### src/rtl/c2n_weighted_service_scheduler.sv
// Weighted round-robin scheduler multiplexing NUM_CHANNELS core-to-network
// service message sources onto one service virtual-network injection port.
//
// Ports:
//   clk, reset (async active-low)
//   c2n_message_out / _valid / c2n_destination_valid : per-channel enqueue
//   c2n_network_available : per-channel registered "may enqueue"
//   channel_weight        : per-channel burst budget (0 behaves as 1)
//   network_available     : downstream accepts message_out this cycle
//   message_out / message_out_valid / destination_valid : registered output stage
//   overflow              : sticky per-channel "write hit a full buffer"
//
// Optional feature: define C2N_SCHED_URGENT_EN to make channel 0 a strict
// priority channel that pre-empts the rotation without disturbing its state.

`ifndef TILE_COUNT
`define TILE_COUNT 4
`endif

package c2n_sched_pkg;
   localparam int unsigned TILE_COUNT = `TILE_COUNT;

   typedef struct packed {
      logic [3:0]  kind;
      logic [11:0] payload;
   } service_message_t;

   typedef logic [TILE_COUNT-1:0] tile_mask_t;

   typedef struct packed {
      service_message_t msg;
      tile_mask_t       mask;
   } sched_entry_t;
endpackage

module c2n_weighted_service_scheduler
   import c2n_sched_pkg::*;
#(
   parameter int unsigned NUM_CHANNELS          = 3,
   parameter int unsigned CH_IDX_W              = $clog2(NUM_CHANNELS),
   parameter int unsigned FIFO_DEPTH            = 4,
   parameter int unsigned ALMOST_FULL_THRESHOLD = 2,
   parameter int unsigned WEIGHT_WIDTH          = 3
) (
   input  logic                                      clk,
   input  logic                                      reset,
   input  service_message_t [NUM_CHANNELS-1:0]       c2n_message_out,
   input  logic [NUM_CHANNELS-1:0]                   c2n_message_out_valid,
   input  tile_mask_t [NUM_CHANNELS-1:0]             c2n_destination_valid,
   output logic [NUM_CHANNELS-1:0]                   c2n_network_available,
   input  logic [NUM_CHANNELS-1:0][WEIGHT_WIDTH-1:0] channel_weight,
   input  logic                                      network_available,
   output service_message_t                          message_out,
   output logic                                      message_out_valid,
   output tile_mask_t                                destination_valid,
   output logic [NUM_CHANNELS-1:0]                   overflow
);

   localparam int unsigned PTR_W = $clog2(FIFO_DEPTH);
   localparam int unsigned CNT_W = PTR_W + 1;

   sched_entry_t             mem       [NUM_CHANNELS][FIFO_DEPTH];
   logic [PTR_W-1:0]         wr_ptr    [NUM_CHANNELS];
   logic [PTR_W-1:0]         rd_ptr    [NUM_CHANNELS];
   logic [CNT_W-1:0]         count     [NUM_CHANNELS];
   logic [CNT_W-1:0]         count_nxt [NUM_CHANNELS];
   logic [NUM_CHANNELS-1:0]  empty, full, enq, deq;

   logic [CH_IDX_W-1:0]      cur_ch, grant_ch;
   logic [WEIGHT_WIDTH-1:0]  burst_cnt, burst_lim;
   logic                     grant_vld, rotate, urgent, found, stage_free;
   sched_entry_t             head;
   int unsigned              idx;

   // Per-channel buffer status and accepted writes
   always_comb begin
      for (int unsigned ch = 0; ch < NUM_CHANNELS; ch++) begin
         empty[ch] = (count[ch] == '0);
         full[ch]  = (count[ch] == CNT_W'(FIFO_DEPTH));
         enq[ch]   = c2n_message_out_valid[ch] && !full[ch];
      end
   end

   assign stage_free = !message_out_valid || network_available;

   // Weighted round-robin grant
   always_comb begin
      grant_vld = 1'b0;
      grant_ch  = cur_ch;
      rotate    = 1'b0;
      urgent    = 1'b0;
      found     = 1'b0;
      idx       = 0;
      if (stage_free && (|(~empty))) begin
         grant_vld = 1'b1;
`ifdef C2N_SCHED_URGENT_EN
         urgent = !empty[0];
`endif
         if (urgent) begin
            grant_ch = '0;
         end else if (!empty[cur_ch] && (burst_cnt < burst_lim)) begin
            grant_ch = cur_ch;
         end else begin
            rotate = 1'b1;
            for (int unsigned i = 1; i <= NUM_CHANNELS; i++) begin
               idx = 32'(cur_ch) + i;
               if (idx >= NUM_CHANNELS) idx = idx - NUM_CHANNELS;
               if (!found && !empty[CH_IDX_W'(idx)]) begin
                  found    = 1'b1;
                  grant_ch = CH_IDX_W'(idx);
               end
            end
         end
      end
   end

   // Dequeue strobes and next occupancy
   always_comb begin
      for (int unsigned ch = 0; ch < NUM_CHANNELS; ch++) begin
         deq[ch]       = grant_vld && (grant_ch == CH_IDX_W'(ch));
         count_nxt[ch] = count[ch];
         if (enq[ch] && !deq[ch])      count_nxt[ch] = count[ch] + CNT_W'(1);
         else if (!enq[ch] && deq[ch]) count_nxt[ch] = count[ch] - CNT_W'(1);
      end
   end

   assign head = mem[grant_ch][rd_ptr[grant_ch]];

   // Buffer storage (data needs no reset; pointers/counts define validity)
   always_ff @(posedge clk) begin
      for (int unsigned ch = 0; ch < NUM_CHANNELS; ch++) begin
         if (enq[ch]) mem[ch][wr_ptr[ch]] <= {c2n_message_out[ch], c2n_destination_valid[ch]};
      end
   end

   // Buffer pointers, occupancy, availability and sticky overflow
   always_ff @(posedge clk or negedge reset) begin
      if (!reset) begin
         for (int unsigned ch = 0; ch < NUM_CHANNELS; ch++) begin
            wr_ptr[ch] <= '0;
            rd_ptr[ch] <= '0;
            count[ch]  <= '0;
         end
         c2n_network_available <= '1;
         overflow              <= '0;
      end else begin
         for (int unsigned ch = 0; ch < NUM_CHANNELS; ch++) begin
            if (enq[ch]) wr_ptr[ch] <= wr_ptr[ch] + PTR_W'(1);
            if (deq[ch]) rd_ptr[ch] <= rd_ptr[ch] + PTR_W'(1);
            count[ch] <= count_nxt[ch];
            c2n_network_available[ch] <= (count_nxt[ch] < CNT_W'(ALMOST_FULL_THRESHOLD));
            if (c2n_message_out_valid[ch] && full[ch]) overflow[ch] <= 1'b1;
         end
      end
   end

   // Rotation state; an urgent grant leaves it alone so the burst resumes.
   // burst_lim latches the weight at rotation time; reset value 0 forces an
   // immediate rotation so channel 0 is considered first.
   always_ff @(posedge clk or negedge reset) begin
      if (!reset) begin
         cur_ch    <= CH_IDX_W'(NUM_CHANNELS - 1);
         burst_cnt <= '0;
         burst_lim <= '0;
      end else if (grant_vld && !urgent) begin
         if (rotate) begin
            cur_ch    <= grant_ch;
            burst_cnt <= WEIGHT_WIDTH'(1);
            burst_lim <= (channel_weight[grant_ch] == '0) ? WEIGHT_WIDTH'(1)
                                                          : channel_weight[grant_ch];
         end else begin
            burst_cnt <= burst_cnt + WEIGHT_WIDTH'(1);
         end
      end
   end

   // Registered output stage
   always_ff @(posedge clk or negedge reset) begin
      if (!reset) begin
         message_out_valid <= 1'b0;
         message_out       <= '0;
         destination_valid <= '0;
      end else if (stage_free) begin
         message_out_valid <= grant_vld;
         if (grant_vld) begin
            message_out       <= head.msg;
            destination_valid <= head.mask;
         end
      end
   end

endmodule
### config.mk
export PLATFORM = sky130hd
export DESIGN_NAME = c2n_weighted_service_scheduler
export DESIGN_NICKNAME = d
export VERILOG_FILES = /design/src/rtl/c2n_weighted_service_scheduler.sv
export SDC_FILE = /design/constraint.sdc
export NUM_CORES = 1
export LEC_CHECK = 0
export ABC_AREA = 1
export CORE_MARGIN = 2
export CORE_UTILIZATION = 37
export CTS_BUF_LIST = sky130_fd_sc_hd__clkbuf_8 sky130_fd_sc_hd__clkbuf_16
export DETAILED_ROUTE_END_ITERATION = 6
export PLACE_DENSITY = 0.64
export SYNTH_ARGS = -nofsm -noshare
export SYNTH_HDL_FRONTEND = slang
export SYNTH_SLANG_ARGS = --single-unit
### constraint.sdc
create_clock -name clk -period 3.05 [get_ports clk]
set_clock_uncertainty 0.15 [all_clocks]
set_input_delay 0.305 -clock clk [delete_from_list [all_inputs] [get_ports clk]]
set_output_delay 0.305 -clock clk [all_outputs]
set_load 0.03 [all_outputs]
==> results of run 1 <==
flip-flops by register name, summed over array words and instances, names as in the netlist:
register / count
wr_ptr: 6
count: 9
message_out: 16
burst_lim: 3
c2n_network_available: 3
cur_ch: 2
destination_valid: 4
message_out_valid: 1
overflow: 3
rd_ptr: 6
mem: 240
burst_cnt: 3
area by class of cell:
class	instances	area [sq um]	area share
repair buffers	205	2182	0.1220
clock buffers	30	750.7	0.04197
multi-input cells	891	4753	0.2658
well taps	468	585.6	0.03274
clock inverters	25	295.3	0.01651
flip-flops and latches	296	8613	0.4816
inverters	182	705.7	0.03945
metal layers:
layer  GRT usage  up-vias
met5           0        -
met4     0.07463        0
met3     0.02424      101
met2      0.3341      325
met1      0.2145     4931
li1            -     4968
logic make-up after synthesis:
logic type	synth area share
AND/OR/NAND/NOR	0.2409
AO/OA/AOI/OAI	0.02195
adder cells (fa/ha/maj)	0.03071
buffers and inverters	0.07722
flip-flops	0.6217
XOR/XNOR	0.007586
what timing repair did:
item / 4_1_cts / 5_1_grt
hold endpoints to repair: 32 / 0
cloned: 0 / 15
setup endpoints to repair: 29 / 32
resized for setup: 3 / 150
hold buffers: 1 / 0
buffers inserted: 1 / 17
pin swaps: 3 / 38
cell usage in the layout, fill, tap and decap left out, drive strengths merged:
master | netlist | routed
nand2 | 560 | 560
edfxtp | 240 | 240
inv | 182 | 187
nand3 | 169 | 169
clkdlybuf4s50 | 0 | 100
buf | 45 | 94
dfrtp | 52 | 52
o21ai | 47 | 47
clkbuf | 19 | 40
nor2 | 35 | 35
ha | 34 | 34
nand3b | 21 | 21
clkinv | 0 | 13
xor2 | 12 | 12
a21oi | 7 | 7
bufinv | 0 | 6
dfstp | 4 | 4
a31o | 3 | 3
or2 | 1 | 1
nand4 | 1 | 1
o31ai | 1 | 1
clkinvlp | 0 | 1
dlygate4sd3 | 0 | 1
worst max-delay path: cells and delay by family (launching register included):
family / cells / cell delay, ns
AO/OA/AOI/OAI: 2 / 0.26
AND/OR/NAND/NOR: 14 / 1.21
adder cells (fa/ha/maj): 1 / 0.32
flip-flops: 1 / 0.54
buffers and inverters: 4 / 0.45
metrics by stage:
step | hold WS [ns] | TNS, ns | utilization | cells
2_1_floorplan | -0.1406 | -0.02567 | - | 1433
3_3_place_gp | 0.2987 | -0.08047 | 0.4283 | 2008
3_5_place_dp | 0.3051 | -2.621 | 0.4283 | 2008
4_1_cts | 0.1789 | -0.05043 | 0.4576 | 2065
5_1_grt | 0.1823 | -2.425 | 0.4862 | 2097
6_report | 0.1977 | -0.002323 | 0.4862 | 2097
path summary, 6_finish.rpt:
kind / endpoint / start
worst min register to register: overflow[2] / overflow[2]
worst max register to register: message_out[13] / cur_ch[1]
worst min-delay path: mem[1][44] / c2n_message_out[16]
worst max-delay path: message_out[13] / cur_ch[1]
min in group asynchronous: count[4] / reset
max in group asynchronous: message_out[4] / reset
==> metrics.cfg, run 1 <==
[timing]
rsz0062_at_grt = true
finalHoldViolCount = 0
setup_violations = 2
setup_slack_ns = -0.002255
slew_headroom = 0.4372
fmax_mhz = 327.6
fin_crit_ns = 3.052
fin_crit_sh = 1.001
worst_slew_pin_slew_ns = 0.8442
slew_violations = 0

[routing]
dr.pass1.iters = 5
post_drt_wl_per_cell_microns = 18.38
dr_total_vias = 10325
wirelength_mm = 38.55
drt_iter0_drc = 777
highest_layer = met4
met3_length_mm = 2.210
vias_per_cell = 4.924
routedLengthMet1_mm = 15.37
remaining_drc_errors = 0
wl_met2_mm = 19.34
ant_nets = 0

[synthesis]
synthCells = 1433
yosys.area.top_type = edfxtp_1
synthArstFlopShare = 0.1892
synth_ff_type = edfxtp_1
synth_area_per_cell_sq_um = 9.668
netlist_area_sq_mm = 0.01385
ys.warnings.count = 0
synth_top_area_frac = 0.5202
yosysMostFrequentCell = nand2_1
synth_edf_count = 240
ys_top_cells_by_area = edfxtp_1, nand2_1, dfrtp_1
syn-num-nets = 1542
synth.ff_latch_count = 296
synth_cell_types = 29
ys_seq_area_frac = 0.6217
synthTopCellsByCount = nand2_1, edfxtp_1, inv_1, nand3_1, dfrtp_1

[global_routing]
grt_pass1_vias = 9982
antenna_found_initial = 0
track_usage = 0.1823
grt_overflow = 0
grt_max_degree = 63
grt_pass1_wl_mm = 54.01

[worst_setup_path]
critPathKind = reg -> reg
critPathMaxFanout = 8
cp-start-kind = flip-flop
end_kind = flip-flop
rr_worst_depth = 21
crit_arrival_ns = 3.37
slowest_delay_ns = 0.54
cp_cell_sequence = inv_2, ha_4, inv_4, nand2_4, nand2_4, a21oi_4, nand3_4, nor2_2, nor2_1, nand2_2, nand3_4, nand2_8, buf_8, o21ai_4, nand2_8, clkbuf_16, nand2_2, nand3_2, nand2_1, nand2_1, nand2_1
crit_slowest_cell = dfstp_2
cpMostUsedCell = nand2_1
cp.required_ns = 3.37
regToRegSetupSlack_ns = -0.002

[cts]
cts_buffers = 30
worstSkewPairLatency_ns = 0.58
clk_pin_slew_ns = 0.07
clockBufferDepth = 3
cts_tree = built
clock-sinks = 296
root_buffer = clkbuf_16
cts_htree_levels = 1

[finish]
diodes = 0
fillCellCount = 3296
drive_gt1_frac = 0.1780
syn_to_final_growth_pct = 29.10
nNetsFinal = 1715
final_area_sq_mm = 0.01789

[floorplanning]
fp-row-count = 70
fp.dieW_microns = 197.5
coreArea_sq_mm = 0.03679
fp.dieH_microns = 197.5
die-area_sq_mm = 0.03901
io_pins = 102
start_util = 0.3766

[outcome]
violations = negative setup slack
status = finished, violations left

[min_path]
holdPathStages = 1
holdCritPathClass = in -> reg

[placement]
place.gp.congestion = 0.8889
hpwl_mm = 24.61
pre_cts_slack_ns = -0.1462
port_buffers = 101
placed_area_sq_mm = 0.01575

[flow_run]
max_cap_viol_count = 0

Power of run 1 is not shown: default switching activity piles up to over one toggle a cycle in this logic, so the estimate is an artifact.
==> run 2, diff against run 1 <==
--- a/config.mk
+++ b/config.mk
@@ -11,6 +11,7 @@
 export CTS_BUF_LIST = sky130_fd_sc_hd__clkbuf_8 sky130_fd_sc_hd__clkbuf_16
 export DETAILED_ROUTE_END_ITERATION = 6
 export PLACE_DENSITY = 0.64
+export SLEW_MARGIN = 20
 export SYNTH_ARGS = -nofsm -noshare
 export SYNTH_HDL_FRONTEND = slang
 export SYNTH_SLANG_ARGS = --single-unit
==> constraint.sdc (replaced) <==
create_clock -name clk -period 3.05 [get_ports clk]
set_clock_uncertainty 0.15 [all_clocks]
set_input_delay 0.61 -clock clk [delete_from_list [all_inputs] [get_ports clk]]
set_output_delay 0.61 -clock clk [all_outputs]
set_load 0.03 [all_outputs]
==> metrics.cfg, run 2 (synthesized netlist as in run 1, its figures left out) <==
[worst_setup_path]
cp.required_ns = 3.38  ; about the same
critPathMaxFanout = 7  ; -1
end_kind = flip-flop
critPathKind = reg -> reg
rr_startpoint = cur_ch[1]
cp-start-kind = flip-flop
setup.worst_path.start = cur_ch[1]
crit_arrival_ns = 3.34  ; -0.03 ns

[min_path]
holdCritPathClass = reg -> reg
min_from = overflow[1]

[finish]
nNetsFinal = 1706  ; -0.52%
fillCellCount = 3315  ; +0.58%
largest_reg_flops = 240  ; unchanged
drive_gt1_frac = 0.1518  ; -0.02627
final_common_cell = nand2_1
fin_util = 0.4842  ; -0.002040
final_cell_mix = nand2_1, edfxtp_1, inv_1
syn_to_final_growth_pct = 28.56

[flow_run]
max_cap_viol_count = 0  ; unchanged

[floorplanning]
fp-row-count = 70  ; unchanged
start_util = 0.3766  ; unchanged
die-area_sq_mm = 0.03901  ; unchanged
io_pins = 102  ; unchanged
fp.dieW_microns = 197.5  ; unchanged
fp.dieH_microns = 197.5  ; unchanged
coreArea_sq_mm = 0.03679  ; unchanged

[global_routing]
met3_usage = 0.02578  ; +0.001537
use_met2 = 0.3459  ; +0.01174
grt_max_degree = 77  ; +22%
grt_overflow = 0  ; unchanged
track_usage = 0.1873  ; +0.005053
top_usage_layer = met2
met1_usage = 0.2210  ; +0.006474
grt_pass1_wl_mm = 55.14  ; +2.1%
grt_pass1_vias = 10044  ; +0.62%
antenna_found_initial = 2  ; +2

[timing]
slew_violations = 0  ; unchanged
setup_violations = 0  ; -2
finalHoldViolCount = 0  ; unchanged
worst_slew_pin_slew_ns = 0.8594  ; +0.01518 ns
fin_tns_setup_ns = 0  ; +0.002323 ns
setup_slack_ns = 0.03374  ; +0.03600 ns
fin_crit_ns = 3.016  ; -0.03600 ns
rsz0062_at_grt = true
fmax_mhz = 331.5  ; +1.2%
slew_headroom = 0.4232  ; -0.01397
holdWs_ns = 0.3168  ; +0.1191 ns
fin_crit_sh = 0.9889  ; -0.01180

[routing]
dr_total_vias = 10408  ; +0.80%
dr.pass1.iters = 5  ; unchanged
remaining_drc_errors = 0  ; unchanged
wirelength_mm = 40.57  ; +5.2%
post_drt_wl_per_cell_microns = 19.41  ; +5.6%
drt_iter0_drc = 841  ; +8.2%
ant_nets = 0  ; unchanged
vias_per_cell = 4.980  ; +1.1%

[outcome]
status = completed

[cts]
cts_tree = built
clk_pin_slew_ns = 0.07  ; about the same
root_buffer = clkbuf_16
clockBufferDepth = 3  ; unchanged
worstSkewPairLatency_ns = 0.59  ; about the same
cts_htree_levels = 1  ; unchanged
clock-sinks = 296  ; unchanged
cts_buffers = 30  ; unchanged

[placement]
pre_cts_slack_ns = -0.1562  ; -0.01009 ns
hpwl_mm = 24.38  ; -0.94%
port_buffers = 101  ; unchanged
place.gp.congestion = 0.8198  ; -7.8%

[run 2: worst paths after layout]
path                                   end  slack, ns  cells past startpoint
min reg2reg                    overflow[1]       0.32                      1
max in group asynchronous  message_out[10]       1.63                      3
max reg2reg                 message_out[4]       0.03                     19
min                            overflow[1]       0.32                      1
min in group asynchronous        wr_ptr[3]       0.37                      2
max                         message_out[4]       0.03                     19
[run 2: per-layer routing]
layer | share of wire | vias up
li1 | - | 4946
met5 | 0.00032 | -
met4 | 0.039 | 2
met3 | 0.062 | 97
met2 | 0.50 | 388
met1 | 0.40 | 4975
[run 2: critical path: stages (launching register included)]
cell,delay (ns)
dfstp_2,0.54
inv_2,0.05
ha_4,0.32
buf_4,0.13
nand3_1,0.09
nand2_2,0.14
nand2_4,0.07
nor2_4,0.12
nor2_4,0.06
nand2_8,0.14
nand2_8,0.11
nand2_2,0.09
nand4_1,0.14
nand2_4,0.23
clkbuf_16,0.20
nand2_1,0.05
nand3_1,0.11
nand2_1,0.06
nand2_1,0.05
nand2_1,0.05
[run 2: area by class of cell]
| type | count | area (sq um) | share of cell area |
|---|---|---|---|
| Clock buffer | 30 | 750.7 | 0.04215 |
| Inverter | 182 | 708.2 | 0.03976 |
| Sequential cell | 296 | 8613 | 0.4836 |
| Antenna cell | 1 | 2.502 | 0.0001405 |
| Multi-Input combinational cell | 892 | 4624 | 0.2596 |
| Timing Repair Buffer | 195 | 2246 | 0.1261 |
| Tap cell | 468 | 585.6 | 0.03288 |
| Clock inverter | 26 | 280.3 | 0.01574 |
[run 2: per-stage QoR]
stage / std cells / area (sq um)
6_report: 2090 / 17810
5_1_grt: 2089 / 17810
4_1_cts: 2053 / 16730
3_5_place_dp: 1996 / 15660
3_3_place_gp: 1996 / 15660
2_1_floorplan: 1433 / 13890
[run 2: what timing repair did]
| action | CTS | global route |
|---|---|---|
| resized for setup | 4 | 117 |
| hold buffers | 1 | 0 |
| setup buffers | 0 | 10 |
| pin swaps | 4 | 29 |
| hold endpoints to repair | 17 | 0 |
| setup endpoints to repair | 28 | 33 |
| gates cloned | 0 | 26 |
Power of run 2 is left out for the same reason.
==> run 3, diff against run 2 <==
--- a/config.mk
+++ b/config.mk
@@ -7,10 +7,10 @@
 export LEC_CHECK = 0
 export ABC_AREA = 1
 export CORE_MARGIN = 2
-export CORE_UTILIZATION = 37
+export CORE_UTILIZATION = 53
 export CTS_BUF_LIST = sky130_fd_sc_hd__clkbuf_8 sky130_fd_sc_hd__clkbuf_16
 export DETAILED_ROUTE_END_ITERATION = 6
-export PLACE_DENSITY = 0.64
+export PLACE_DENSITY = 0.83
 export SLEW_MARGIN = 20
 export SYNTH_ARGS = -nofsm -noshare
 export SYNTH_HDL_FRONTEND = slang
==> metrics.cfg, run 3 (synthesized netlist as in run 1, its figures left out) <==
[finish]
final_cell_mix = nand2_1, edfxtp_1, inv_1
syn_to_final_growth_pct = 24.63
final_common_cell = nand2_1
drive_gt1_frac = 0.1446  ; -0.007128
largest_reg_flops = 240  ; unchanged
nNetsFinal = 1697  ; -0.53%
diodes = 0  ; -1
fillCellCount = 1802  ; -46%
fin_util = 0.6683  ; +0.1841

[worst_setup_path]
cp-start-kind = flip-flop
path_buf_inv = 4  ; +1
critPathKind = reg -> reg
path_depth = 21  ; +2
crit_arrival_ns = 3.30  ; -0.04 ns
crit_family = simple AND/OR/NAND/NOR gates
crit_slowest_cell = dfstp_2
end_kind = flip-flop
slowest_delay_ns = 0.54  ; about the same
setup.worst_path.start = cur_ch[1]
critPathMaxFanout = 8  ; +1
cp_cell_sequence = inv_2, ha_4, inv_4, nand2_2, nand3_4, nand2_4, nand2_1, nor2_2, nor2_4, nand2_4, buf_12, nand3_2, nand2_2, nand3_4, nand2_8, clkbuf_16, nand2_1, nand3_1, nand2_1, nand2_1, nand2_1
rr_startpoint = cur_ch[1]
cpMostUsedCell = nand2_1
rr_worst_depth = 21  ; +2
cp.required_ns = 3.34  ; -0.04 ns

[flow_run]
max_cap_viol_count = 0  ; unchanged

[global_routing]
track_usage = 0.2461  ; +0.05875
grt_max_degree = 69  ; -10%
grt_overflow = 0  ; unchanged
grt_pass1_wl_mm = 53.49  ; -3.0%
antenna_found_initial = 0  ; -2
grt_pass1_vias = 10103  ; +0.59%

[routing]
dr.pass1.iters = 6  ; +1
highest_layer = met4
dr_total_vias = 10675  ; +2.6%
met3_length_mm = 3.892  ; +55%
wirelength_mm = 37.11  ; -8.5%
drt_iter0_drc = 1205  ; +43%
routedLengthMet1_mm = 13.76  ; -15%
wl_met2_mm = 17.48  ; -13%
post_drt_wl_per_cell_microns = 19.07  ; -1.8%
vias_per_cell = 5.486  ; +10%
remaining_drc_errors = 0  ; unchanged
ant_nets = 0  ; unchanged

[timing]
fin_crit_ns = 3.018  ; +0.001609 ns
fin_crit_sh = 0.9895  ; about the same
worst_slew_pin_slew_ns = 1.048  ; +0.1884 ns
rsz0062_at_grt = true
slew_violations = 0  ; unchanged
slew_headroom = 0.2968  ; -0.1264
setup_violations = 0  ; unchanged
setup_slack_ns = 0.03213  ; -0.001609 ns
finalHoldViolCount = 0  ; unchanged
fmax_mhz = 331.4  ; about the same

[cts]
clockBufferDepth = 3  ; unchanged
worstSkewPairLatency_ns = 0.58  ; about the same
cts_htree_levels = 1  ; unchanged
cts_tree = built
cts_buffers = 30  ; unchanged
clock-sinks = 296  ; unchanged
clk_pin_slew_ns = 0.06  ; about the same
root_buffer = clkbuf_16

[floorplanning]
start_util = 0.5362  ; +0.1596
io_pins = 102  ; unchanged
fp.dieH_microns = 165.7  ; -16%
coreArea_sq_mm = 0.02584  ; -30%
die-area_sq_mm = 0.02745  ; -30%
fp.dieW_microns = 165.7  ; -16%
fp-row-count = 59  ; -16%

[min_path]
holdCritPathClass = reg -> reg
min_from = overflow[0]
holdPathStages = 1  ; unchanged

[placement]
pre_cts_slack_ns = -0.1379  ; +0.01838 ns
port_buffers = 101  ; unchanged
hpwl_mm = 22.26  ; -8.7%
place.gp.congestion = 0.9034  ; +10%

[outcome]
status = completed

## run 3: changes by cell type in the layout (fill, tap and decap cells not counted), moves of 5 or more
cell       previous run  this run
nand3_1             149       157
clkinv_1              6        11
buf_6                15         9
nor2_1               28        19
clkbuf_16            45        37
buf_4                47        56
nand3_2              16         5
nor2_2                5        14
## run 3: worst paths after layout
check,end,slack [ns]
min in group asynchronous,overflow[1],0.43
min reg2reg,overflow[0],0.32
max,message_out[2],0.03
min,overflow[0],0.32
max reg2reg,message_out[2],0.03
max in group asynchronous,cur_ch[1],1.86
## run 3: layout make-up
cell class | instances | area, sq um | share of cell area
flip-flops and latches | 296 | 8613 | 0.4988
clock inverters | 22 | 171.4 | 0.009927
well taps | 335 | 419.2 | 0.02428
multi-input cells | 891 | 4574 | 0.2649
inverters | 182 | 708.2 | 0.04101
clock buffers | 33 | 792.0 | 0.04587
repair buffers | 187 | 1988 | 0.1151
## run 3: stage by stage
| step | hold slack, ns | TNS (ns) | std cells | instance area [sq um] |
|---|---|---|---|---|
| 6_report | 0.3157 | 0 | 1946 | 17270 |
| 5_1_grt | 0.3467 | -0.8920 | 1946 | 17270 |
| 4_1_cts | 0.3188 | 0 | 1926 | 16560 |
| 3_5_place_dp | 0.3053 | -1.877 | 1870 | 15570 |
| 3_3_place_gp | 0.3025 | -0.1079 | 1870 | 15570 |
| 2_1_floorplan | 0.1644 | -0.02567 | 1433 | 13890 |
## run 3: timing repair
item	4_1_cts	5_1_grt
cloned	0	12
endpoints found under the hold margin	40	0
buffers inserted	0	8
pin swaps	2	20
gates resized for setup	3	97
endpoints found under the setup margin	29	32
hold buffers	1	0
## run 3: metal layers
layer / track usage / up-vias
met5: 0 / -
met2: 0.4061 / 686
li1: - / 4933
met4: 0.1093 / 0
met3: 0.04205 / 135
met1: 0.3224 / 4921
## run 3: worst register-to-register path, cell delays in order (launching register included)
cell and delay (ns):
dfstp_2 0.54, inv_2 0.05, ha_4 0.33, inv_4 0.07
nand2_2 0.09, nand3_4 0.08, nand2_4 0.11, nand2_1 0.08
nor2_2 0.16, nor2_4 0.06, nand2_4 0.08, buf_12 0.15
nand3_2 0.10, nand2_2 0.10, nand3_4 0.09, nand2_8 0.14
clkbuf_16 0.18, nand2_1 0.06, nand3_1 0.08, nand2_1 0.07
nand2_1 0.07, nand2_1 0.07
Power of run 3 is left out for the same reason.
==> patch (settings of run 3) <==
The option `C2N_SCHED_URGENT_EN` is turned on by a define.
--- a/src/rtl/c2n_weighted_service_scheduler.sv
+++ b/src/rtl/c2n_weighted_service_scheduler.sv
@@ -13,4 +13,6 @@
 // Optional feature: define C2N_SCHED_URGENT_EN to make channel 0 a strict
 // priority channel that pre-empts the rotation without disturbing its state.
+
+`define C2N_SCHED_URGENT_EN
 
 `ifndef TILE_COUNT
Formal check against the unedited RTL: not equivalent (a bounded check fails within 4 cycles, from zero or initial values and one cycle with reset low).
==> patch against run 3 <==
- the run now ends with setup timing left
- area after synthesis shrank 3.2%
- sequential cell count stayed put
- final area shrank 2.8%
- routed wire length shrank 1.0%
- setup slack got worse by 59 ps
- sequential share of layout area increased by 1.5 points
- critical path type unchanged
- critical endpoint is now message_out[3]
==> patch: results (changes against run 3) <==
Clock network
  • CTS root buf: sky130_fd_sc_hd__clkbuf_16
  • Clock buffer depth: 3 (unchanged)
  • TritonCTS Buffers: 30 (unchanged)
  • Number of H-tree levels: 1 (unchanged)
  • Insertion delay of the later-clocked pin in the worst-skew pair: around 570 ps
  • CTS clk-pin slew, worst paths: 60 ps (about the same)

Place
  • Detailed-placement wirelength estimate: 22100 um (-0.75%)
  • Placed instance area: 0.0153 mm^2 (-1.9%)
  • Post-Place Setup Slack: -125 ps (+13.3 ps)
  • RD Place Congestion: 0.855 (-5.4%)
  • Number of buffer cells added on primary ports: 101 (unchanged)

Logic synthesis
  • Warnings from Yosys: 0 (unchanged)
  • Portion of the post-synthesis area used by sequential elements: 64.2% (+2.1 points)
  • Ranking of synthesized cells by instance count: sky130_fd_sc_hd__nand2_1 (407), sky130_fd_sc_hd__edfxtp_1 (240), sky130_fd_sc_hd__nand3_1 (139), sky130_fd_sc_hd__a21oi_1 (75), sky130_fd_sc_hd__a21boi_0 (60)
  • Synthesized area divided by synthesized cell count: 10.8 um^2 (+12%)
  • EDFF count, synth: 240 (unchanged)
  • Post-synthesis cell type count: 34 (+17%)
  • Post-synthesis net count: 1350 (-12%)
  • FFs w/ async S/R, synth: 18.9% (unchanged)
  • Synth top area cells: sky130_fd_sc_hd__edfxtp_1 (54%), sky130_fd_sc_hd__nand2_1 (11%), sky130_fd_sc_hd__dfrtp_1 (9.7%), sky130_fd_sc_hd__nand3_1 (5.2%), sky130_fd_sc_hd__a21boi_0 (3.4%)

Detailed routing
  • Number of iterations in the first detailed-routing pass: 5 (-1)
  • Wire per inst: 21.0 um (+10%)
  • Initial DRC Count: 1232 (+2.2%)
  • Vias/cell: 5.84 (+6.5%)

Global routing
  • Initial antenna violation count: 1 (+1)
  • Maximum number of pins on one net before global-route repair: 57 (-17%)
  • Number of global-route vias before repair: 9782 (-3.2%)
  • Wire length of the first global-routing pass: 52100 um (-2.6%)
  • GRT Util Overall: 25.8% (+1.1 points)

Worst hold path
  • Worst min-delay path category: register to register

Finish
  • Antenna diodes: 0 (unchanged)
  • Share of final-layout standard cells stronger than drive strength 1: 18.4% (+3.9 points)
  • Post-layout nets: 1504 (-11%)
  • Flip-flop count of the largest register after layout: 240 (unchanged)

Power
  • Static Leak: 6.74 nW
  • Worst vdd rail ir drop: between 700 and 800 uV

Setup path
  • Slowest stage cell, crit path: sky130_fd_sc_hd__dfstp_2
  • Largest fanout of any net on the critical path: 9 (+1)
  • CP arrival: 3360 ps (+60 ps)
  • Peak per-stage delay on the critical path: approximately 530 ps
  • Cell type group with the largest total delay on the critical path: simple AND/OR/NAND/NOR gates

Timing
  • Max-slew headroom: 67.9% (+38 points)
  • Worst-case setup margin in the final layout: -26.9 ps (-59.0 ps)
  • Setup violation total in the final timing report: 2 (+2)

Run status
  • Violated checks: setup timing
  • Status: complete, but fails checks
-- patch: stage by stage --
stage                     std cells  hold WS [ps]  TNS [ps]  util [%]
after CTS                      1737           320         0      64.8
after detailed placement       1681           309     -1790      61.0
after floorplan                1242           164         0         -
after global routing           1749           341     -2260      67.0
after global placement         1681           298     -61.0      61.0
final                          1749           325     -28.8      67.0
-- patch: repair_timing --
action	in CTS	in global routing
gates resized for setup	6	103
pin swaps	0	24
endpoints found under the hold margin	52	0
cloned	0	5
buffers inserted	0	7
setup endpoints to repair	26	32
hold buffers	1	0
-- patch: final cells by class --
type                    count  area, um^2
clock buffers              31         764
clock inverters            24         155
fillers                  1671        8260
inverters                  63         262
multi-input cells         816        4550
flip-flops and latches    296        8610
well taps                 330         413
repair buffers            189        2020
-- patch: metal layers --
layer	track usage, %	up-vias	part of all wire [%]
li1	-	4549	-
met1	33.9	4901	37
met2	42.0	624	48
met3	4.22	142	10
met4	12.6	0	4.5
met5	0	-	0
-- patch: worst paths after layout --
path	cells past startpoint	startpoint	slack [ps]	end
worst min register to register	1	overflow[2]	330	overflow[2]
worst max register to register	21	cur_ch[1]	-30	message_out[3]
worst max-delay path	21	cur_ch[1]	-30	message_out[3]
max in group asynchronous	3	reset	1980	c2n_network_available[2]
min in group asynchronous	3	reset	440	count[7]
worst min-delay path	1	overflow[2]	330	overflow[2]
-- patch: cell families after synthesis --
family	synth area share (%)
AOI/OAI and AO/OA	9.05
adders and majority gates	3.08
DFF	64.2
xor gates and xnor gates	0.849
and+or+nand+nor	18.3
buffers and inverters	4.47
-- patch: power by group --
part           total [mW]  leakage (nW)  switching (mW)  internal (mW)
Sequential           5.85          2.85           0.412           5.44
Clock                3.42         0.484            1.53           1.90
Combinational        10.3          3.41            6.35           3.99
